===== config.mk =====
export PLATFORM = sky130hd
export DESIGN_NAME = brownout_rate_monitor
export DESIGN_NICKNAME = d
export VERILOG_FILES = /design/src/rtl/brownout_rate_monitor.sv
export SDC_FILE = /design/constraint.sdc
export NUM_CORES = 1
export LEC_CHECK = 0
export ABC_CLOCK_PERIOD_IN_PS = 8300
export CAP_MARGIN = 20
export CELL_PAD_IN_SITES_DETAIL_PLACEMENT = 1
export CELL_PAD_IN_SITES_GLOBAL_PLACEMENT = 1
export CORE_MARGIN = 5
export CORE_UTILIZATION = 46
export CTS_BUF_LIST = sky130_fd_sc_hd__clkbuf_16
export DETAILED_ROUTE_END_ITERATION = 7
export HOLD_SLACK_MARGIN = 0.12
export PLACE_DENSITY_LB_ADDON = 0.1
export REMOVE_ABC_BUFFERS = 1
export SLEW_MARGIN = 20
export SYNTH_ARGS = -nofsm -noshare
export SYNTH_HDL_FRONTEND = slang
export SYNTH_SLANG_ARGS = --single-unit

===== constraint.sdc =====
create_clock -name clk -period 8.3 [get_ports clk]
set_input_delay 0.83 -clock clk [delete_from_list [all_inputs] [get_ports clk]]
set_output_delay 0.83 -clock clk [all_outputs]
set_load 0.02 [all_outputs]

===== src/rtl/brownout_rate_monitor.sv =====
// Voltage brownout detector: flags samples that fall more than DROP_THR below the sample DEPTH accepted samples earlier; BROWNOUT_STICKY_EN latches trips until clear/en low.
// Latency: drop_rate, Brownout and event_cnt update on the same edge that accepts the sample.
// Backpressure: none; every sample presented with en=1 and sample_valid=1 is consumed.
module brownout_rate_monitor #(
    parameter int                DATA_W   = 8,
    parameter int                DEPTH    = 1,
    parameter logic [DATA_W-1:0] DROP_THR = DATA_W'(7),
    parameter int                CONFIRM  = 1,
    parameter int                HOLD_CYC = 4
) (
    input  logic              clk,
    input  logic              rst_n,
    input  logic              en,
    input  logic              sample_valid,
    input  logic [DATA_W-1:0] in_bus,
    input  logic              clear,
    output logic              Brownout,
    output logic [DATA_W-1:0] drop_rate,
    output logic [7:0]        event_cnt
);
    localparam int          FILL_W   = $clog2(DEPTH + 1);
    localparam logic [7:0]  HOLD_VAL = 8'(HOLD_CYC);
    localparam logic [3:0]  CONF_TOP = 4'(CONFIRM - 1);

    typedef enum logic [1:0] {ST_PRIME, ST_MONITOR, ST_TRIPPED} state_t;

    state_t            r_state;
    logic [DATA_W-1:0] r_hist [DEPTH];
    logic [FILL_W-1:0] r_fill;
    logic [3:0]        r_confirm;
    logic [7:0]        r_hold;
    logic              r_brownout;
    logic [DATA_W-1:0] r_drop_rate;
    logic [7:0]        r_event_cnt;

    logic [DATA_W-1:0] w_oldest;
    logic [DATA_W-1:0] w_drop;
    logic              w_exceed;
    logic [7:0]        w_event_base;
    logic [7:0]        w_event_inc;

    // Drop saturates at zero for rising or flat voltage.
    assign w_oldest     = r_hist[DEPTH-1];
    assign w_drop       = (w_oldest > in_bus) ? (w_oldest - in_bus) : '0;
    assign w_exceed     = (w_drop > DROP_THR);
    assign w_event_base = clear ? 8'd0 : r_event_cnt;
    assign w_event_inc  = (w_event_base == 8'hFF) ? 8'hFF : (w_event_base + 8'd1);

    always_ff @(posedge clk or negedge rst_n) begin
        if (!rst_n) begin
            r_state     <= ST_PRIME;
            for (int i = 0; i < DEPTH; i++) r_hist[i] <= '0;
            r_fill      <= '0;
            r_confirm   <= '0;
            r_hold      <= '0;
            r_brownout  <= 1'b0;
            r_drop_rate <= '0;
            r_event_cnt <= '0;
        end else if (!en) begin
            r_state     <= ST_PRIME;
            for (int i = 0; i < DEPTH; i++) r_hist[i] <= '0;
            r_fill      <= '0;
            r_confirm   <= '0;
            r_hold      <= '0;
            r_brownout  <= 1'b0;
            r_drop_rate <= '0;
            r_event_cnt <= w_event_base;
        end else begin
            r_event_cnt <= w_event_base;
            if (sample_valid) begin
                for (int i = DEPTH - 1; i > 0; i--) r_hist[i] <= r_hist[i-1];
                r_hist[0] <= in_bus;
            end
            case (r_state)
                ST_PRIME: begin
                    if (sample_valid) begin
                        r_fill <= r_fill + 1'b1;
                        if (r_fill == FILL_W'(DEPTH - 1)) r_state <= ST_MONITOR;
                    end
                end
                ST_MONITOR: begin
                    if (sample_valid) begin
                        r_drop_rate <= w_drop;
                        if (w_exceed) begin
                            if (r_confirm == CONF_TOP) begin
                                r_state     <= ST_TRIPPED;
                                r_brownout  <= 1'b1;
                                r_hold      <= HOLD_VAL;
                                r_confirm   <= '0;
                                r_event_cnt <= w_event_inc;
                            end else begin
                                r_confirm <= r_confirm + 4'd1;
                            end
                        end else begin
                            r_confirm <= '0;
                        end
                    end
                end
                ST_TRIPPED: begin
                    if (sample_valid) r_drop_rate <= w_drop;
`ifdef BROWNOUT_STICKY_EN
                    if (clear) begin
                        r_state    <= ST_MONITOR;
                        r_brownout <= 1'b0;
                        r_hold     <= '0;
                    end else if (sample_valid && w_exceed) begin
                        r_hold <= HOLD_VAL;
                    end
`else
                    // A fresh exceeding sample outranks the countdown on the same edge.
                    if (sample_valid && w_exceed) begin
                        r_hold <= HOLD_VAL;
                    end else if (r_hold <= 8'd1) begin
                        r_state    <= ST_MONITOR;
                        r_brownout <= 1'b0;
                        r_hold     <= '0;
                    end else begin
                        r_hold <= r_hold - 8'd1;
                    end
`endif
                end
                default: begin
                    r_state <= ST_PRIME;
                end
            endcase
        end
    end

    assign Brownout  = r_brownout;
    assign drop_rate = r_drop_rate;
    assign event_cnt = r_event_cnt;

endmodule


==> metrics <==
Final period util=45.9%; reg-to-reg critical path startpoint=r_hist[4]$_DFFE_PN0P_; clock tree buffer depth=2; Root Buffer=clkbuf_16; slowest stage delay, CP=roughly 0.48 ns; GP Congestion=0.797; initial core utilization=a little under half; Rel. slew slack=39.3%; fin cells=about 390; First-pass DRT Iterations=4; ratio of cells with drive above 1 in the final layout=under 10%; status=finished, final reports clean; # setup viols final=0; number of buffers added on ports=29; dpl ws=about 4.2 ns; Sink Count=40; Reg2Reg Setup Slack=around 5.2 ns; DR WL/cell=approximately 16 µm; top-count cell post-synth=dfrtp_1; Startpoint Class=input pin; hold_buf cts=0; fin. max-slew vios=0; Crit. End Element=flop; asr flop ratio synth=between 90% and 100%; critical path startpoint=in_bus[4]; MaxCap Viol Count=0; Final Cell Area=3120 µm²; worst path cell trace=clkdlybuf4s50_1 > inv_1 > ha_1 > nor2b_1 > a221o_1 > a211oi_1 > o221ai_1 > o31a_1 > a211o_1 > nand2b_4 > mux2i_1; Core Area=between 5000 and 6000 µm²; Cells after DPL=~380; H-tree depth=2; Core Rows=27; Req. time, crit path=8.49 ns; clk_skew=~0.0077 ns; diodes inserted=0; WS Path Type=in2reg; routed vias=2170; final hold violation count=0; Post-Syn Area=2610 µm²; Slew @ Worst Pin=roughly 0.91 ns; post-CTS setup buffers=0; synthesized instance count=287; drt first-iter violations=48; Worst VDD drop=roughly 0.11 mV; RSZ-0062 raised after global routing=false; largest area contributor in the netlist=dfrtp_1; critical path peak fanout=11; top cell type's share of synthesized area=between 30% and 40%; Final ANT Viol Nets=0; fin worst setup slack=4.49 ns; Synth Register Bits=40; largest net degree at the start of global routing=41; Clock Latency Late Sink=about 0.28 ns; first-pass GRT wire length=11000 µm; Seq/Total Area, Yosys=38.3%; Worst Setup EP=r_hold[0]$_DFFE_PN0P_; Syn Area/Cell=between 9 and 10 µm²; CTS tree=yes; DPL Wire Length=roughly 4700 µm; Synthesis Warnings=0; Post-synth EDFFs=0; WP data arrival=4.00 ns; dpl cell area=between 2000 and 3000 µm²; GRT overflow=0; Hold WC Path Type=reg2reg; Crit path depth=11; Num CTS Buffers=5; FF-to-FF End=r_hold[0]$_DFFE_PN0P_; CP max-delay cell=clkdlybuf4s50_1; clk slew on worst S/H paths=around 0.06 ns; die width=roughly 85 µm; # IOs=30; WP buf/inv=2; CTS resizes=0; Worst R2R Path Depth=9; # fillers=650; Total GRT Usage=a little under a fifth; commonest cells in the netlist=dfrtp_1 (40), nand2_1 (31), inv_1 (23); pwr dens=just under 200 nW/µm²; synth-to-layout area growth=19.5%; initial antenna violation count=0; final setup TNS=0 ns; main area contributors after synthesis=dfrtp_1 (38%), ha_1 (8.1%), mux2i_1 (5.7%), nand2_1 (4.5%), nor2b_1 (3.4%); Leak=0.00141 µW; Die ar.=7290 µm²; Hold Path Cell Cnt=2; FMAX=~0.26 GHz; Final min period=roughly 3.8 ns; top_reg_cell synth=dfrtp_1; post-synth cell types=55; NumNets Final=around 350; CP top delay family=compound AO/OA/AOI/OAI gates; Die Y=~85 µm; DRC=0; final WL=roughly 6200 µm; vias in the first global route=2372; Vias/cell=between 5 and 6
-- sequential cells by signal, indices dropped and copies added, names as in the netlist --
| register | cells |
|---|---|
| r_hold | 8 |
| event_cnt | 8 |
| r_fill | 1 |
| Brownout | 1 |
| r_hist | 8 |
| drop_rate | 8 |
| r_confirm | 4 |
| r_state | 2 |
-- metal layers --
layer,routed length (µm),vias to the layer above,GRT usage (%)
met1,2740,1071,21.4
met4,76,0,4.75
met2,3230,17,34.7
met3,157,5,3.50
li1,-,1077,-
met5,0,-,0
-- report_power, final --
part	total [µW]	switching (µW)	internal, µW
Clock	218	76.9	141
Combinational	173	103	70.0
Sequential	221	12.0	209
-- stage by stage --
step	power [µW]	util, %	hold WS, ns
floorplan	344	-	0.457
CTS	621	56.7	0.486
global route	653	56.7	0.516
global placement	393	53.7	0.465
finish	612	56.7	0.480
detailed placement	399	53.7	0.471
-- cell usage in the layout, fill, tap and decap left out, types with 4 or more instances in the layout --
| cell type | n |
|---|---|
| nor2b_1 | 14 |
| clkdlybuf4s50_1 | 28 |
| nor2_1 | 10 |
| o21ai_0 | 16 |
| and3_1 | 4 |
| nor3_1 | 7 |
| nand3_1 | 11 |
| inv_1 | 23 |
| nand4_1 | 7 |
| a21o_1 | 4 |
| and2_1 | 5 |
| a21oi_1 | 6 |
| nand2b_1 | 8 |
| nor3b_1 | 4 |
| dfrtp_1 | 40 |
| nand2_1 | 31 |
| o2bb2ai_1 | 5 |
| ha_1 | 17 |
| clkbuf_16 | 5 |
| mux2i_1 | 15 |
-- cell families after synthesis --
family | after synthesis | share of synthesized area (%)
flops | 40 | 38.3
compound gates | 65 | 17.8
fa+ha+maj | 18 | 8.90
mux | 17 | 6.61
buf+inv | 33 | 4.88
simple gates | 110 | 22.2
xor+xnor | 4 | 1.34
-- worst min path at each step --
stage / start / to / slack, ns
after floorplan: r_hold[7]$_DFFE_PN0P_ / r_hold[7]$_DFFE_PN0P_ / 0.46
after global placement: drop_rate[6]$_DFFE_PN0P_ / drop_rate[6]$_DFFE_PN0P_ / 0.47
after detailed placement: drop_rate[6]$_DFFE_PN0P_ / drop_rate[6]$_DFFE_PN0P_ / 0.47
after CTS: drop_rate[6]$_DFFE_PN0P_ / drop_rate[6]$_DFFE_PN0P_ / 0.49
after global routing: drop_rate[6]$_DFFE_PN0P_ / drop_rate[6]$_DFFE_PN0P_ / 0.52
final: drop_rate[6]$_DFFE_PN0P_ / drop_rate[6]$_DFFE_PN0P_ / 0.48
-- layout make-up --
class	count	area, µm²	area share [%]
multi-input combinational	214	1490	47.6
sequential	40	1000	32.1
timing repair buffer	30	293	9.37
clock buffer	5	125	4.01
tap	72	90.1	2.88
inverter	23	86.3	2.76
clock inverter	3	42.5	1.36
-- worst reg2reg max path, stage by stage, from the launching register on --
cell and delay [ns]:
dfrtp_1 0.38, ha_1 0.39, nor2b_1 0.18, a221o_1 0.35
a211oi_1 0.27, o221ai_1 0.24, o31a_1 0.43, a211o_1 0.41
nand2b_4 0.20, mux2i_1 0.16
Note: power is estimated with default switching activity, not from simulation.
